[src/rtl/counter_monitor_if.sv]
// Bundle between an observed up/down counter and its sequence checker.
// Handshake note: there is no valid/ready pair here; every signal is sampled
// on every rising clk edge, so "valid" is implicitly always 1 and the monitor
// can never stall the counter (ready is implicitly always 1 as well).
interface counter_monitor_if #(
  parameter int n     = 4,
  parameter int ERR_W = 8
);
  // Observed counter controls and output
  logic         en;
  logic         count_up;
  logic         load;
  logic [n-1:0] set;
  logic [n-1:0] count;
  // Monitor control
  logic         clr;
  // Monitor status
  logic             locked;
  logic             err;
  logic [ERR_W-1:0] err_cnt;
  logic             fault;
  logic [n-1:0]     expected;

  // Side that drives the counter signals and reads status
  modport master (
    output en, count_up, load, set, count, clr,
    input  locked, err, err_cnt, fault, expected
  );

  // The monitor itself
  modport slave (
    input  en, count_up, load, set, count, clr,
    output locked, err, err_cnt, fault, expected
  );
endinterface

[src/rtl/counter_monitor.sv]
// In-circuit sequence checker for an up/down counter: predicts each next
// count from the previous sample and flags mismatches (pulse, saturating
// count, sticky fault after a run of consecutive mismatches).
module counter_monitor #(
  parameter int n         = 4,
  parameter int ERR_W     = 8,
  parameter int FAULT_LIM = 3
) (
  input  logic              clk,
  input  logic              res_n,
  counter_monitor_if.slave  mon,
  output logic [1:0]        state_o
);

  typedef enum logic [1:0] {
    SYNC  = 2'd0,
    TRACK = 2'd1,
    FAULT = 2'd2
  } state_e;

  localparam logic [n-1:0]     CNT_ONE = {{(n-1){1'b0}}, 1'b1};
  localparam logic [ERR_W-1:0] ERR_ONE = {{(ERR_W-1){1'b0}}, 1'b1};

  state_e           state_q, state_d;
  logic [n-1:0]     p_count_q, p_set_q;
  logic             p_en_q, p_up_q, p_load_q;
  logic [7:0]       run_q, run_d;
  logic             err_q, err_d;
  logic [ERR_W-1:0] err_cnt_q, err_cnt_d;
  logic [n-1:0]     expected_q, expected_d;
  logic             locked_q, locked_d;
  logic [n-1:0]     exp_v;
  logic             mismatch;
  logic             comparing;
  logic             trip;

  // Prediction from the previous sample; load beats enable, arithmetic wraps mod 2^n
  always_comb begin
    exp_v = p_count_q;
    if (p_load_q) begin
      exp_v = p_set_q;
    end else if (p_en_q) begin
      exp_v = p_up_q ? (p_count_q + CNT_ONE) : (p_count_q - CNT_ONE);
    end
  end

  // Case inequality so an X/Z count reads as a mismatch in simulation
  assign mismatch  = (mon.count !== exp_v);
  assign comparing = (state_q != SYNC);
  assign trip      = mismatch && ((int'(run_q) + 1) == FAULT_LIM);

  // FSM state register
  always_ff @(posedge clk or negedge res_n) begin
    if (!res_n) begin
      state_q <= SYNC;
    end else begin
      state_q <= state_d;
    end
  end

  // FSM next state: clr always returns to SYNC, FAULT is left only by clr/reset
  always_comb begin
    state_d = state_q;
    if (mon.clr) begin
      state_d = SYNC;
    end else begin
      case (state_q)
        SYNC:    state_d = TRACK;
        TRACK:   if (trip) state_d = FAULT;
        FAULT:   state_d = FAULT;
        default: state_d = SYNC;
      endcase
    end
  end

  // Compare datapath next values: error pulse, saturating counters, last prediction
  always_comb begin
    run_d      = run_q;
    err_d      = 1'b0;
    err_cnt_d  = err_cnt_q;
    expected_d = expected_q;
    locked_d   = (state_q == TRACK) && (state_d == TRACK);
    if (mon.clr) begin
      run_d     = '0;
      err_cnt_d = '0;
    end else if (comparing) begin
      expected_d = exp_v;
      if (mismatch) begin
        err_d = 1'b1;
        if (err_cnt_q != '1) err_cnt_d = err_cnt_q + ERR_ONE;
        if (run_q != '1)     run_d     = run_q + 8'd1;
      end else begin
        run_d = '0;
      end
    end
  end

  // Sample registers (always re-synced to the observed count) and compare results
  always_ff @(posedge clk or negedge res_n) begin
    if (!res_n) begin
      p_count_q  <= '0;
      p_set_q    <= '0;
      p_en_q     <= 1'b0;
      p_up_q     <= 1'b0;
      p_load_q   <= 1'b0;
      run_q      <= '0;
      err_q      <= 1'b0;
      err_cnt_q  <= '0;
      expected_q <= '0;
      locked_q   <= 1'b0;
    end else begin
      p_count_q  <= mon.count;
      p_set_q    <= mon.set;
      p_en_q     <= mon.en;
      p_up_q     <= mon.count_up;
      p_load_q   <= mon.load;
      run_q      <= run_d;
      err_q      <= err_d;
      err_cnt_q  <= err_cnt_d;
      expected_q <= expected_d;
      locked_q   <= locked_d;
    end
  end

  // FSM outputs, all taken straight from registers
  always_comb begin
    mon.locked   = locked_q;
    mon.fault    = (state_q == FAULT);
    mon.err      = err_q;
    mon.err_cnt  = err_cnt_q;
    mon.expected = expected_q;
    state_o      = state_q;
  end

endmodule

[src/flat_wrapper.sv]
// flat-port wrapper written by rule: the top's interface ports become plain ports
module counter_monitor_flat 
#(
  parameter int n         = 4,
  parameter int ERR_W     = 8,
  parameter int FAULT_LIM = 3
)
  (clk, res_n, state_o, mon_en, mon_count_up, mon_load, mon_set, mon_count, mon_clr, mon_locked, mon_err, mon_err_cnt, mon_fault, mon_expected);
  counter_monitor_if #(.n(n), .ERR_W(ERR_W)) mon_i ();
  input  logic clk;
  input  logic res_n;
  output logic [1:0] state_o;
  input wire logic [$bits(mon_i.en)-1:0] mon_en;
  input wire logic [$bits(mon_i.count_up)-1:0] mon_count_up;
  input wire logic [$bits(mon_i.load)-1:0] mon_load;
  input wire logic [$bits(mon_i.set)-1:0] mon_set;
  input wire logic [$bits(mon_i.count)-1:0] mon_count;
  input wire logic [$bits(mon_i.clr)-1:0] mon_clr;
  output wire logic [$bits(mon_i.locked)-1:0] mon_locked;
  output wire logic [$bits(mon_i.err)-1:0] mon_err;
  output wire logic [$bits(mon_i.err_cnt)-1:0] mon_err_cnt;
  output wire logic [$bits(mon_i.fault)-1:0] mon_fault;
  output wire logic [$bits(mon_i.expected)-1:0] mon_expected;
  assign mon_i.en = mon_en;
  assign mon_i.count_up = mon_count_up;
  assign mon_i.load = mon_load;
  assign mon_i.set = mon_set;
  assign mon_i.count = mon_count;
  assign mon_i.clr = mon_clr;
  assign mon_locked = mon_i.locked;
  assign mon_err = mon_i.err;
  assign mon_err_cnt = mon_i.err_cnt;
  assign mon_fault = mon_i.fault;
  assign mon_expected = mon_i.expected;
  counter_monitor #(.n(n), .ERR_W(ERR_W), .FAULT_LIM(FAULT_LIM)) u_core (.clk(clk), .res_n(res_n), .mon(mon_i), .state_o(state_o));
endmodule
[config.mk]
export PLATFORM = sky130hd
export DESIGN_NAME = counter_monitor_flat
export DESIGN_NICKNAME = d
export VERILOG_FILES = /design/src/rtl/counter_monitor_if.sv /design/src/rtl/counter_monitor.sv /design/src/flat_wrapper.sv
export SDC_FILE = /design/constraint.sdc
export NUM_CORES = 1
export LEC_CHECK = 0
export ABC_CLOCK_PERIOD_IN_PS = 4000
export CAP_MARGIN = 20
export CORE_MARGIN = 5
export CORE_UTILIZATION = 44
export DETAILED_ROUTE_END_ITERATION = 16
export HOLD_SLACK_MARGIN = 0.03
export PLACE_DENSITY = 0.67
export SYNTH_ARGS = -nofsm -noshare
export SYNTH_HDL_FRONTEND = slang
export SYNTH_SLANG_ARGS = --single-unit
export TNS_END_PERCENT = 5
[constraint.sdc]
create_clock -name clk -period 4 [get_ports clk]
set_clock_uncertainty 0.2 [all_clocks]
set_input_delay 0.8 -clock clk [delete_from_list [all_inputs] [get_ports clk]]
set_output_delay 0.8 -clock clk [all_outputs]
set_load 0.005 [all_outputs]
==> out/qor.yml, run 1 <==
busiest_layer: "met2"
critPathLaunchType: "flip-flop"
ys.flop_type: "dfrtp_1"
grt_max_degree: 36
synth-seq-cells: 35
ios: 31
drv_slew: 0
endpoint_kind: "flip-flop"
syn_inst: 188
r2r-end: "u_core.run_q[2]"
die_area_um2: 5740
cts_resized: 0
drt_iter0_markers: 121
cts_setup_buffers: 0
hold_buffers: 0
final_cell_mix: "dfrtp_1, clkdlybuf4s50_1, nand2_1"
worst_slew_pin_slew_ns: 0.729
fmax_ghz: 0.327
cp.arrival_ns: 3.02
gp_congestion: 0.864
numCtsBuffers: 5
rows: 24
hpwl_um: 3230
relSlewSlack_pct: 51.3
synth_edf_count: 0
timing.max_cap.violations: 0
fill_cells: 362
grt_pass1_wl_um: 7480
vias: 1569
clockBufferDepth: 2
drc: 0
yosysWarnings: 0
clock-sinks: 35
area_delta_synth_final_pct: 24.1
synth_nets: 208
hold_ws_ns: 0.279
required_ns: 3.97
status: "finished, final reports clean"
crit_path_max_fanout: 6
ys_seq_area_share_pct: 46.1
htreeDepth: 2
design.core.area_um2: 4260
grt_pass1_vias: 1571
final_common_cell: "dfrtp_1"
synth_cell_types: 56
rr_startpoint: "u_core.p_up_q"
worst_slack_ns: 0.945
peakVddDrop_v: 0.000231
clk_latency_ns: 0.29
start_util_pct: 44.6
gr-total-overflow: 0
hold_path_class: "flip-flop to flip-flop"
via_per_inst: 5.73
min_period_over_period_pct: 76.4
grtUsageTotal_pct: 17.2
syn_area_per_cell_um2: 10.1
final.min_clock_period_ns: 3.05
path_clk_slew_ns: 0.07
whs_path_depth: 2
io_buffers: 30
drive_gt1_share_pct: 8.56
reg2reg_setup_slack_ns: 0.95
antenna_found_initial: 0
ant_nets: 0
setup_viol: 0
dieWidth_um: 75.7
antenna_cells: 0
drt-pass1-iter-count: 4
fin_tns_setup_ns: 0
leakagePower_nw: 0.980
reg2reg_depth: 8
synthArstFlopShare_pct: 100
die_h_um: 75.7
criticalPathCategory: "flip-flop to flip-flop"
power_density_nw_per_um2: 360
wl_um: 4310
hold_end: "u_core.mon.expected[3]"
use_met2_pct: 27.7
cts_tree: "built"
met1_usage_pct: 22.4
synth_area_um2: 1900
post-place-ws_ns: 0.680
cts_root_buf: "clkbuf_8"
use_met3_pct: 4.88
routedWlPerCell_um: 15.7
min-delay-start: "u_core.mon.expected[3]"
nNetsFinal: 242
rsz0062_at_grt: "no"
hold_viol_final: 0
## power by group
group          switching [W]  internal [W]
clock               0.000123      0.000183
combinational      0.0000710     0.0000751
sequential         0.0000221      0.000377
total               0.000216      0.000635
## logic make-up (layout without fill, tap and decap cells)
group                    Yosys count  after routing  synth area share, %
buffers and inverters             12             46                 2.63
flip-flops                        35             35                 46.1
AO/OA/AOI/OAI                     51             51                 19.4
multiplexers                       2              2                 1.05
AND/OR/NAND/NOR                   70             70                 20.6
XOR/XNOR                          12             12                 5.92
adder cells (fa/ha/maj)            6              6                 4.34
## critical path: stages (launching register included)
cell and delay, ns:
dfrtp_1 0.45, fa_1 0.56, nor2b_1 0.05, o31ai_2 0.26, xnor2_1 0.14, nor3_1 0.45, a211oi_1 0.18, or2_1 0.30
a221o_1 0.36
## synthesized netlist by cell type, types with 2 or more instances
library cell	count	area [um2]
dfrtp_1	35	876
nand2_1	14	52.6
o21ai_0	13	65.1
a21oi_1	10	50.1
nor2_1	9	33.8
inv_1	7	26.3
nor3_1	7	35.0
xnor2_1	6	52.6
ha_1	5	62.6
nand3_1	5	25.0
xor2_1	5	43.8
and3_1	4	25.0
or3_1	4	25.0
or4_1	4	30.0
a22o_1	3	26.3
and2_1	3	18.8
clkbuf_1	3	11.3
nor2b_1	3	18.8
o31ai_1	3	22.5
a211o_1	2	17.5
a211oi_1	2	15.0
a221oi_2	2	30.0
mux2i_1	2	20.0
nand2b_1	2	12.5
nand4_1	2	12.5
o31ai_2	2	25.0
or2_2	2	12.5
## area by class of cell
type                       instances  area (um2)  share of cell area [%]
multi-input combinational        141         976                    41.3
sequential                        35         876                    37.1
timing repair buffer              32         315                    13.4
clock buffer                       6        72.6                    3.07
tap                               52        65.1                    2.76
clock inverter                     1        30.0                    1.27
inverter                           7        26.3                    1.11
## registers in the layout, indices dropped and copies added, names as in the netlist
name                 cells
u_core.mon.expected      4
u_core.state_o           2
u_core.mon.err           1
u_core.p_count_q         4
u_core.p_load_q          1
u_core.p_up_q            1
u_core.p_en_q            1
u_core.p_set_q           4
u_core.mon.err_cnt       8
u_core.mon.locked        1
u_core.run_q             8
## per-stage QoR
stage	instances	power, W	area (um2)	util (%)
after floorplan	188	0.000479	1900	-
after global placement	267	0.000549	2260	53.0
after detailed placement	267	0.000554	2260	53.0
after CTS	274	0.000859	2360	55.4
after global routing	274	0.000895	2360	55.4
final	274	0.000851	2360	55.4
## per-layer routing
metal	part of all wire [%]	vias to the layer above	routed length (um)
li1	-	762	-
met1	45	757	1930
met2	49	42	2110
met3	4.9	8	212
met4	1.6	0	68
met5	0	-	0
## worst max path at each step
stage / start / to / slack, ns
after detailed placement: mon_count[2] / u_core.run_q[2] / 0.68
after floorplan: u_core.p_up_q / u_core.run_q[2] / 1.22
after CTS: u_core.p_up_q / u_core.run_q[2] / 0.95
final: u_core.p_up_q / u_core.run_q[2] / 0.95
after global placement: mon_count[2] / u_core.run_q[2] / 0.74
after global routing: u_core.p_up_q / u_core.run_q[2] / 0.75
(Power assumes the default switching activity.)
==> run 2, diff against run 1 <==
--- a/config.mk
+++ b/config.mk
@@ -5,7 +5,7 @@
 export SDC_FILE = /design/constraint.sdc
 export NUM_CORES = 1
 export LEC_CHECK = 0
-export ABC_CLOCK_PERIOD_IN_PS = 4000
+export ABC_CLOCK_PERIOD_IN_PS = 2900
 export CAP_MARGIN = 20
 export CORE_MARGIN = 5
 export CORE_UTILIZATION = 44
==> constraint.sdc (replaced) <==
create_clock -name clk -period 2.9 [get_ports clk]
set_clock_uncertainty 0.2 [all_clocks]
set_input_delay 0.58 -clock clk [delete_from_list [all_inputs] [get_ports clk]]
set_output_delay 0.58 -clock clk [all_outputs]
set_load 0.005 [all_outputs]
==> out/qor.yml, run 2 (same netlist as run 1, synthesis figures left out) <==
peakVddDrop_v: 0.000430
status: "finished, final reports clean"
setup_viol: 0
regArea_um2: 877
final.min_clock_period_ns: 2.86
required_ns: 2.86
gr-total-overflow: 0
ant_nets: 0
final_util_pct: 59.4
relSlewSlack_pct: 59.2
critPathLaunchType: "flip-flop"
rsz0062_at_grt: "yes"
worst_slack_ns: 0.0400
drc: 0
path_buf_inv: 0
cpMaxStageDelayCell: "dfrtp_2"
hold_path_class: "flip-flop to flip-flop"
crit_chain: "fa_1 > xnor2_2 > xnor2_1 > o21ai_1 > or3_4 > o31ai_4 > or4_4 > a21oi_2"
criticalPathCategory: "flip-flop to flip-flop"
fmax_ghz: 0.350
switching_share_pct: 25.6
grt_max_degree: 36
worst_slew_pin_slew_ns: 0.608
hold_viol_final: 0
wl_um: 4550
crit_family: "simple AND/OR/NAND/NOR gates"
grt_pass1_vias: 1671
p_clk_share_pct: 36.3
crit_path_max_fanout: 7
fill_cells: 379
clk_latency_ns: 0.29
vias: 1635
power_density_nw_per_um2: 491
design.core.area_um2: 4260
dp.cells: 275
hpwl_um: 3380
final_cell_mix: "dfrtp_1, clkdlybuf4s50_1, nand2_1"
endpoint_kind: "flip-flop"
htreeDepth: 2
hold_ws_ns: 0.283
gp_congestion: 0.850
antenna_found_initial: 0
drive_gt1_share_pct: 20.3
seqPwrFrac_pct: 44.0
clock-sinks: 35
drt-pass1-iter-count: 4
fin_cells: 284
ios: 31
io_buffers: 30
rows: 24
final_common_cell: "dfrtp_1"
clockBufferDepth: 2
dieWidth_um: 75.7
antenna_cells: 0
routedWlPerCell_um: 16.0
die_h_um: 75.7
area_delta_synth_final_pct: 33.2
min_period_over_period_pct: 98.6
cts_root_buf: "clkbuf_8"
nNetsFinal: 251
multi_input_area_um2: 1060
path_clk_slew_ns: 0.08
power.switching_w: 0.000319
die_area_um2: 5740
leakagePower_nw: 1.05
grt_pass1_wl_um: 7740
cp.arrival_ns: 2.82
pwr-share-comb_pct: 19.7
power.internal_w: 0.000925
slowest_delay_ns: 0.45
start_util_pct: 44.6
cts_tree: "built"
timing.max_cap.violations: 0
post-place-ws_ns: -0.0965
drv_slew: 0
drt_iter0_markers: 66
numCtsBuffers: 5
grtUsageTotal_pct: 17.8
via_per_inst: 5.76
run 2: cell count changes in the layout (fill, tap and decap cells not counted), moves of 3 or more:
cell | previous run | this run
a21oi_2 | 1 | 4
buf_4 | 2 | 11
or4_4 | 0 | 3
o21ai_0 | 13 | 10
a21oi_1 | 10 | 7
o21ai_1 | 0 | 3
or4_1 | 4 | 1
run 2: path summary, 6_finish.rpt:
check | cells past startpoint | startpoint | slack, ns | end
min in group asynchronous | 2 | res_n | 0.49 | u_core.p_set_q[2]
hold reg to reg | 2 | u_core.mon.expected[3] | 0.28 | u_core.mon.expected[3]
max in group asynchronous | 2 | res_n | 1.68 | u_core.p_up_q
setup / recovery | 8 | u_core.p_up_q | 0.04 | u_core.mon.err_cnt[7]
hold / removal | 2 | u_core.mon.expected[3] | 0.28 | u_core.mon.expected[3]
setup reg to reg | 8 | u_core.p_up_q | 0.04 | u_core.mon.err_cnt[7]
run 2: cell type report:
| class | instances | share of cell area, % |
|---|---|---|
| Sequential cell | 35 | 34.6 |
| Clock buffer | 6 | 3.26 |
| Clock inverter | 2 | 1.38 |
| Inverter | 7 | 1.04 |
| Timing Repair Buffer | 41 | 15.1 |
| Tap cell | 52 | 2.57 |
| Multi-Input combinational cell | 141 | 42.0 |
run 2: metal layers:
layer / part of all wire [%] / global-route usage, %
met1: 44 / 22.7
met2: 49 / 28.2
met3: 4.7 / 4.49
met4: 1.8 / 7.96
met5: 0 / 0
run 2: power groups by stage:
stage | combinational, W | clock [W] | sequential (W)
6_report | 0.000244 | 0.000452 | 0.000548
5_1_grt | 0.000270 | 0.000487 | 0.000553
4_1_cts | 0.000228 | 0.000463 | 0.000547
3_5_place_dp | 0.000224 | 0 | 0.000557
3_3_place_gp | 0.000218 | 0 | 0.000554
2_1_floorplan | 0.000108 | 0 | 0.000553
run 2: worst register-to-register path: stages, from the launching register on:
cell	delay [ns]
dfrtp_2	0.45
fa_1	0.45
xnor2_2	0.26
xnor2_1	0.16
o21ai_1	0.11
or3_4	0.44
o31ai_4	0.42
or4_4	0.21
a21oi_2	0.04
run 2: per-stage QoR:
step | setup TNS, ns | cell area [um2] | total power (W)
after floorplan | 0 | 1900 | 0.000661
after global placement | 0 | 2320 | 0.000772
after detailed placement | -0.418 | 2320 | 0.000780
after CTS | 0 | 2440 | 0.00124
after global routing | -0.339 | 2530 | 0.00131
final | 0 | 2530 | 0.00124
run 2: timing repair:
action / in CTS / in global routing
resized for setup: 1 / 21
endpoints found under the setup margin: 2 / 14
hold buffers: 0 / 0
setup buffers: 0 / 2
pin swaps: 0 / 13
